## src/rtl/obstacle_plotter_pkg.sv

```systemverilog
// Shared definitions for the obstacle plotter: FSM state encoding,
// screen geometry and the colours written to the VGA adapter.
package obstacle_plotter_pkg;

  typedef enum logic [2:0] {
    S_IDLE,
    S_INIT_DRAW,
    S_WAIT,
    S_ERASE,
    S_MOVE,
    S_DRAW,
    S_CHECK,
    S_DONE
  } state_t;

  localparam int SCREEN_W_DEF = 160;
  localparam int SCREEN_H_DEF = 120;
  localparam int X_BITS       = 8;
  localparam int Y_BITS       = 7;

  localparam logic [2:0] COL_BLACK  = 3'b000;
  localparam logic [2:0] COL_PLAYER = 3'b010;

endpackage

```

## src/rtl/obstacle_plotter_square_scan.sv

```systemverilog
// Walks a SIZE x SIZE square one pixel per cycle in raster order while
// scan_en is high; col/row are the offsets of the current pixel and done
// flags the last pixel, after which the counter is back at zero.
module square_scan #(
  parameter int SIZE = 4,
  parameter int LOG  = $clog2(SIZE)
) (
  input  logic           clock,
  input  logic           resetn,
  input  logic           scan_en,
  output logic [LOG-1:0] col,
  output logic [LOG-1:0] row,
  output logic           done
);

  logic [2*LOG-1:0] pix;

  assign col  = pix[LOG-1:0];
  assign row  = pix[2*LOG-1:LOG];
  assign done = scan_en && (pix == '1);

  // Pixel index: advances while scanning, wraps to zero after the last pixel.
  always_ff @(posedge clock) begin
    if (!resetn) begin
      pix <= '0;
    end else if (scan_en) begin
      if (done) pix <= '0;
      else      pix <= pix + 1'b1;
    end
  end

endmodule

```

## src/rtl/obstacle_plotter.sv

```systemverilog
// Animates a player square across the VGA frame after a draw request:
// erase, move one pixel right (optionally up/down), redraw, once per frame
// tick, and raises a sticky finish on reaching the right edge or hitting
// the fixed obstacle.
module obstacle_plotter
  import obstacle_plotter_pkg::*;
#(
  parameter int         SCREEN_W    = SCREEN_W_DEF,
  parameter int         SCREEN_H    = SCREEN_H_DEF,
  parameter int         SIZE        = 4,
  parameter int         START_Y     = 56,
  parameter int         FRAME_TICKS = 833333,
  parameter int         OBS_X       = 80,
  parameter int         OBS_Y       = 52,
  parameter int         OBS_W       = 8,
  parameter int         OBS_H       = 16,
  parameter logic [2:0] PLAYER_COL  = COL_PLAYER
) (
  input  logic              clock,
  input  logic              resetn,
  input  logic              draw,
  input  logic              up,
  input  logic              down,
  output logic              finish,
  output logic [X_BITS-1:0] vga_x,
  output logic [Y_BITS-1:0] vga_y,
  output logic [2:0]        vga_colour,
  output logic              vga_plot
);

  localparam int LOG = $clog2(SIZE);
  localparam int FW  = (FRAME_TICKS > 1) ? $clog2(FRAME_TICKS) : 1;

  localparam logic [FW-1:0]     FRAME_LAST = FW'(FRAME_TICKS - 1);
  localparam logic [Y_BITS-1:0] Y_START    = Y_BITS'(START_Y);
  localparam logic [Y_BITS-1:0] Y_MAX      = Y_BITS'(SCREEN_H - SIZE);

  // Collision compares are done 9 bits wide so x+SIZE never overflows.
  localparam logic [8:0] SIZE_9   = 9'(SIZE);
  localparam logic [8:0] OBS_X0   = 9'(OBS_X);
  localparam logic [8:0] OBS_X1   = 9'(OBS_X + OBS_W);
  localparam logic [8:0] OBS_Y0   = 9'(OBS_Y);
  localparam logic [8:0] OBS_Y1   = 9'(OBS_Y + OBS_H);
  localparam logic [8:0] X_FINAL  = 9'(SCREEN_W - SIZE);

  state_t            state, next_state;
  logic [X_BITS-1:0] obj_x;
  logic [Y_BITS-1:0] obj_y;
  logic [FW-1:0]     frame_cnt;
  logic              scanning;
  logic [LOG-1:0]    scan_col, scan_row;
  logic              scan_done;
  logic [8:0]        x_9, y_9;
  logic              hit, at_end;

  assign scanning = (state == S_INIT_DRAW) || (state == S_ERASE) || (state == S_DRAW);

  assign x_9    = {1'b0, obj_x};
  assign y_9    = {2'b0, obj_y};
  assign hit    = (x_9 < OBS_X1) && (x_9 + SIZE_9 > OBS_X0) &&
                  (y_9 < OBS_Y1) && (y_9 + SIZE_9 > OBS_Y0);
  assign at_end = (x_9 == X_FINAL);

  square_scan #(.SIZE(SIZE), .LOG(LOG)) u_scan (
    .clock   (clock),
    .resetn  (resetn),
    .scan_en (scanning),
    .col     (scan_col),
    .row     (scan_row),
    .done    (scan_done)
  );

  // State register.
  always_ff @(posedge clock) begin
    if (!resetn) state <= S_IDLE;
    else         state <= next_state;
  end

  // Next-state logic: draw is only looked at in IDLE, DONE is terminal.
  always_comb begin
    next_state = state;
    case (state)
      S_IDLE:      if (draw) next_state = S_INIT_DRAW;
      S_INIT_DRAW: if (scan_done) next_state = S_WAIT;
      S_WAIT:      if (frame_cnt == FRAME_LAST) next_state = S_ERASE;
      S_ERASE:     if (scan_done) next_state = S_MOVE;
      S_MOVE:      next_state = S_DRAW;
      S_DRAW:      if (scan_done) next_state = S_CHECK;
      S_CHECK:     next_state = (hit || at_end) ? S_DONE : S_WAIT;
      S_DONE:      next_state = S_DONE;
      default:     next_state = S_IDLE;
    endcase
  end

  // Position, frame timer and sticky finish flag.
  always_ff @(posedge clock) begin
    if (!resetn) begin
      obj_x     <= '0;
      obj_y     <= Y_START;
      frame_cnt <= '0;
      finish    <= 1'b0;
    end else begin
      case (state)
        S_WAIT: begin
          if (frame_cnt == FRAME_LAST) frame_cnt <= '0;
          else                         frame_cnt <= frame_cnt + 1'b1;
        end
        S_MOVE: begin
          obj_x <= obj_x + 1'b1;
          if (up && !down && obj_y != '0)
            obj_y <= obj_y - 1'b1;
          else if (down && !up && obj_y < Y_MAX)
            obj_y <= obj_y + 1'b1;
        end
        S_CHECK: if (hit || at_end) finish <= 1'b1;
        default: ;
      endcase
    end
  end

  // Registered pixel port: the pixel scanned this cycle is presented next cycle.
  always_ff @(posedge clock) begin
    if (!resetn) begin
      vga_plot   <= 1'b0;
      vga_x      <= '0;
      vga_y      <= '0;
      vga_colour <= COL_BLACK;
    end else begin
      vga_plot <= scanning;
      if (scanning) begin
        vga_x      <= obj_x + X_BITS'(scan_col);
        vga_y      <= obj_y + Y_BITS'(scan_row);
        vga_colour <= (state == S_ERASE) ? COL_BLACK : PLAYER_COL;
      end
    end
  end

endmodule

```

## config.mk

```make
export PLATFORM = sky130hd
export DESIGN_NAME = obstacle_plotter
export DESIGN_NICKNAME = d
export VERILOG_FILES = /design/src/rtl/obstacle_plotter_pkg.sv /design/src/rtl/obstacle_plotter_square_scan.sv /design/src/rtl/obstacle_plotter.sv
export SDC_FILE = /design/constraint.sdc
export NUM_CORES = 1
export LEC_CHECK = 0
export ABC_AREA = 1
export CORE_ASPECT_RATIO = 1.75
export CORE_MARGIN = 2
export CORE_UTILIZATION = 25
export CTS_CLUSTER_SIZE = 30
export DETAILED_ROUTE_END_ITERATION = 10
export SYNTH_ARGS = -nofsm -noshare
export SYNTH_HDL_FRONTEND = slang
export SYNTH_HIERARCHICAL = 1
export SYNTH_SLANG_ARGS = --single-unit
export TNS_END_PERCENT = 5
```

## constraint.sdc

```tcl
create_clock -name clock -period 2.2 [get_ports clock]
set_input_delay 0.66 -clock clock [delete_from_list [all_inputs] [get_ports clock]]
set_output_delay 0.66 -clock clock [all_outputs]
set_load 0.01 [all_outputs]
```

==> flow_summary.ini <==
[outcome]
status = finished clean

[floorplan]
initial_utilization_pct = 25.5
io_pins = 25
dieHeight_um = 162
dieWidth_um = 94.1
rows = 57
dieArea_mm2 = 0.0152
fp.coreArea_mm2 = 0.0139

[place]
gp_congestion = 0.914
place_inst = 712
dp_hpwl_mm = 7.23
io_buffers = 22
place_ws_ns = -0.536

[synthesis]
yosysTopAreaCellShare_pct = 33.8
syn_inst = 507
synth_area_mm2 = 0.00355
synth_area_leaders = dfxtp_1 34%, nand2_1 9.7%, nor2_1 6.6%
ys_types = 45
synth_ff_type = dfxtp_1
ys_async_sr_fraction_pct = 0
ys_warn_count = 6
yosysTopAreaCell = dfxtp_1
synth-edff-count = 0
yosysSeqAreaShare_pct = 33.8
syn_area_per_cell_um2 = 7.00
yosys_register_bits = 60

[final_layout]
fin_nets = 570
drive_above_1_share_pct = 14.6
final_cell_mix = 91 x nand2_1, 60 x dfxtp_1, 59 x nor2_1, 59 x inv_1, 37 x a21oi_1
num_antenna_cells = 0
area_growth_pct = 26.2
layout.cells.non_filler = 730
layout_commonest_cell = nand2_1

[critical_path]
max_stage_delay_ns = 0.32
reg2regPathDepth = 15
critical_path_depth = 15
cp_slowest_cell = ha_4
critPathKind = register to register
crit_path_end_kind = register
required_ns = 2.42
worst-path-max-fanout = 6
crit_chain = nor2_2 -> nand2_1 -> o21ai_4 -> clkinv_4 -> ha_4 -> nand3_2 -> nand3_2 -> inv_1 -> nor2_2 -> o21ai_1 -> nand2_1 -> buf_4 -> nand2_1 -> nand2_1 -> nand2_1
cp_common_cell = nand2_1
start_kind = register
critPathBufInv = 3
crit_arrival_ns = 2.30
critPathTopFamily = simple AND/OR/NAND/NOR gates

[grt]
grt_overflow = 0
grt.met2_usage_pct = 24.1
grt_pass1_vias = 3329
met1_usage_pct = 12.6
met3_usage_pct = 2.89
busiest_layer = met2
grt_usage_pct = 12.9
grt_max_degree = 21
antenna_found_initial = 0
grt_pass1_wl_mm = 15.3

[power]
power.density_mw_per_mm2 = 793
peakVddDrop_mv = 0.407
p_leak_nw = 1.81

[timing]
setup_viol = 0
max_freq_mhz = 480
hold_viol = 0
fin_ws_ns = 0.116
slew_viol_final = 0
fin_crit_sh_pct = 94.7
fin_skew_ns = 0.00903
fin_crit_ns = 2.08

[worst_hold_path]
hp-class = register to register
whs_path_depth = 2

[drt]
wl_mm = 9.47
drt_pass1_iterations = 4
routedWlPerCell_um = 13.0
drtAntennaViolNets = 0
drtIter0Drc = 121
avgViaCountPerCell = 4.54
via_count = 3317
drc_errors = 0

[clock_tree]
clk_pin_slew_ns = 0.05
cts-root-buf = clkbuf_16
cts.path.max_buffers = 2
cts.sinks = 60
cts_buffers = 9
cts_tree = built
clk_latency_ns = 0.33
htreeDepth = 3

[run]
cap_viol_max_count = 0
[metal layers]
| layer | vias to the layer above | share of wire, % |
|---|---|---|
| met3 | 27 | 3.0 |
| li1 | 1735 | - |
| met1 | 1492 | 38 |
| met4 | 0 | 4.4 |
| met2 | 63 | 54 |
| met5 | - | 0 |
[Yosys cell counts, types with 2 or more instances]
cell and instances:
a21o_1 2, a21oi_1 39, buf_2 3, buf_4 2, clkbuf_1 6, clkinv_1 2
dfxtp_1 60, fa_1 3, ha_1 14, inv_1 61, inv_2 9, nand2_1 92
nand2_2 5, nand2_4 2, nand3_1 34, nand3_2 2, nand4_1 14, nor2_1 62
nor2_2 3, nor2_4 2, nor3_1 12, nor3_2 3, o21a_1 2, o21ai_0 29
o21ai_1 3, o21bai_1 4, o221ai_1 2, xnor2_1 4, xor2_1 15
[worst min-delay path: cells and delay by family, from the launching register on]
kind / cells / cell delay, ns
DFF: 1 / 0.31
and+or+nand+nor: 1 / 0.06
AOI/OAI and AO/OA: 1 / 0.06
[kinds of logic (layout without fill, tap and decap cells)]
kind of cell,Yosys count,after routing,share of synthesized area [%]
other,1,2,0.106
AO/OA/AOI/OAI,88,88,14.0
AND/OR/NAND/NOR,238,238,31.5
flip-flops,60,60,33.8
XOR/XNOR,19,19,4.69
adder cells (fa/ha/maj),17,17,6.63
buffers and inverters,84,129,9.20
[power by group]
group	switching [mW]	internal (mW)
Sequential	0.0923	1.21
Combinational	0.473	0.349
Clock	0.520	0.909
Total	1.09	2.47
[sequential cells by signal (all words and copies together), names as in the netlist]
name and flops:
obj_y 7, frame_cnt 20, state 3, vga_plot 1
u_scan/pix 4, vga_y 7, vga_x 8, vga_colour 1
obj_x 8, finish 1
[area by class of cell]
class / count / area [um2]
inverter: 72 / 275
fill: 1510 / 9430
clock buffer: 11 / 243
multi-input combinational: 364 / 2110
tap: 177 / 221
timing repair buffer: 41 / 368
clock inverter: 5 / 61.3
sequential: 60 / 1200
[per-stage QoR]
stage               cell area (um2)  power [mW]  util (%)  hold WS (ns)  TNS (ns)
floorplan                      3550        1.79         -         0.460         0
global placement               4070        2.13      29.2         0.465     -1.78
detailed placement             4070        2.13      29.2         0.468     -2.01
CTS                            4390        3.59      31.6         0.478   -0.0190
global route                   4480        3.75      32.2         0.501   -0.0260
finish                         4480        3.55      32.2         0.472         0
[path summary, 6_finish.rpt]
kind              slack, ns                        from                          to
hold / removal         0.47  vga_colour[1]$_SDFFE_PN0P_  vga_colour[1]$_SDFFE_PN0P_
setup reg to reg       0.12       obj_y[2]$_SDFFE_PN0P_       obj_y[5]$_SDFFE_PN1P_
hold reg to reg        0.47  vga_colour[1]$_SDFFE_PN0P_  vga_colour[1]$_SDFFE_PN0P_
setup / recovery       0.12       obj_y[2]$_SDFFE_PN0P_       obj_y[5]$_SDFFE_PN1P_
[repair_timing]
action                                  CTS  global route
pin swaps                                 0             6
hold endpoints to repair                  0             0
hold buffers                              0             0
resized for setup                         5            15
endpoints found under the setup margin    2             3
buffers inserted                          0             2
Power figures use the tool's default switching activity.
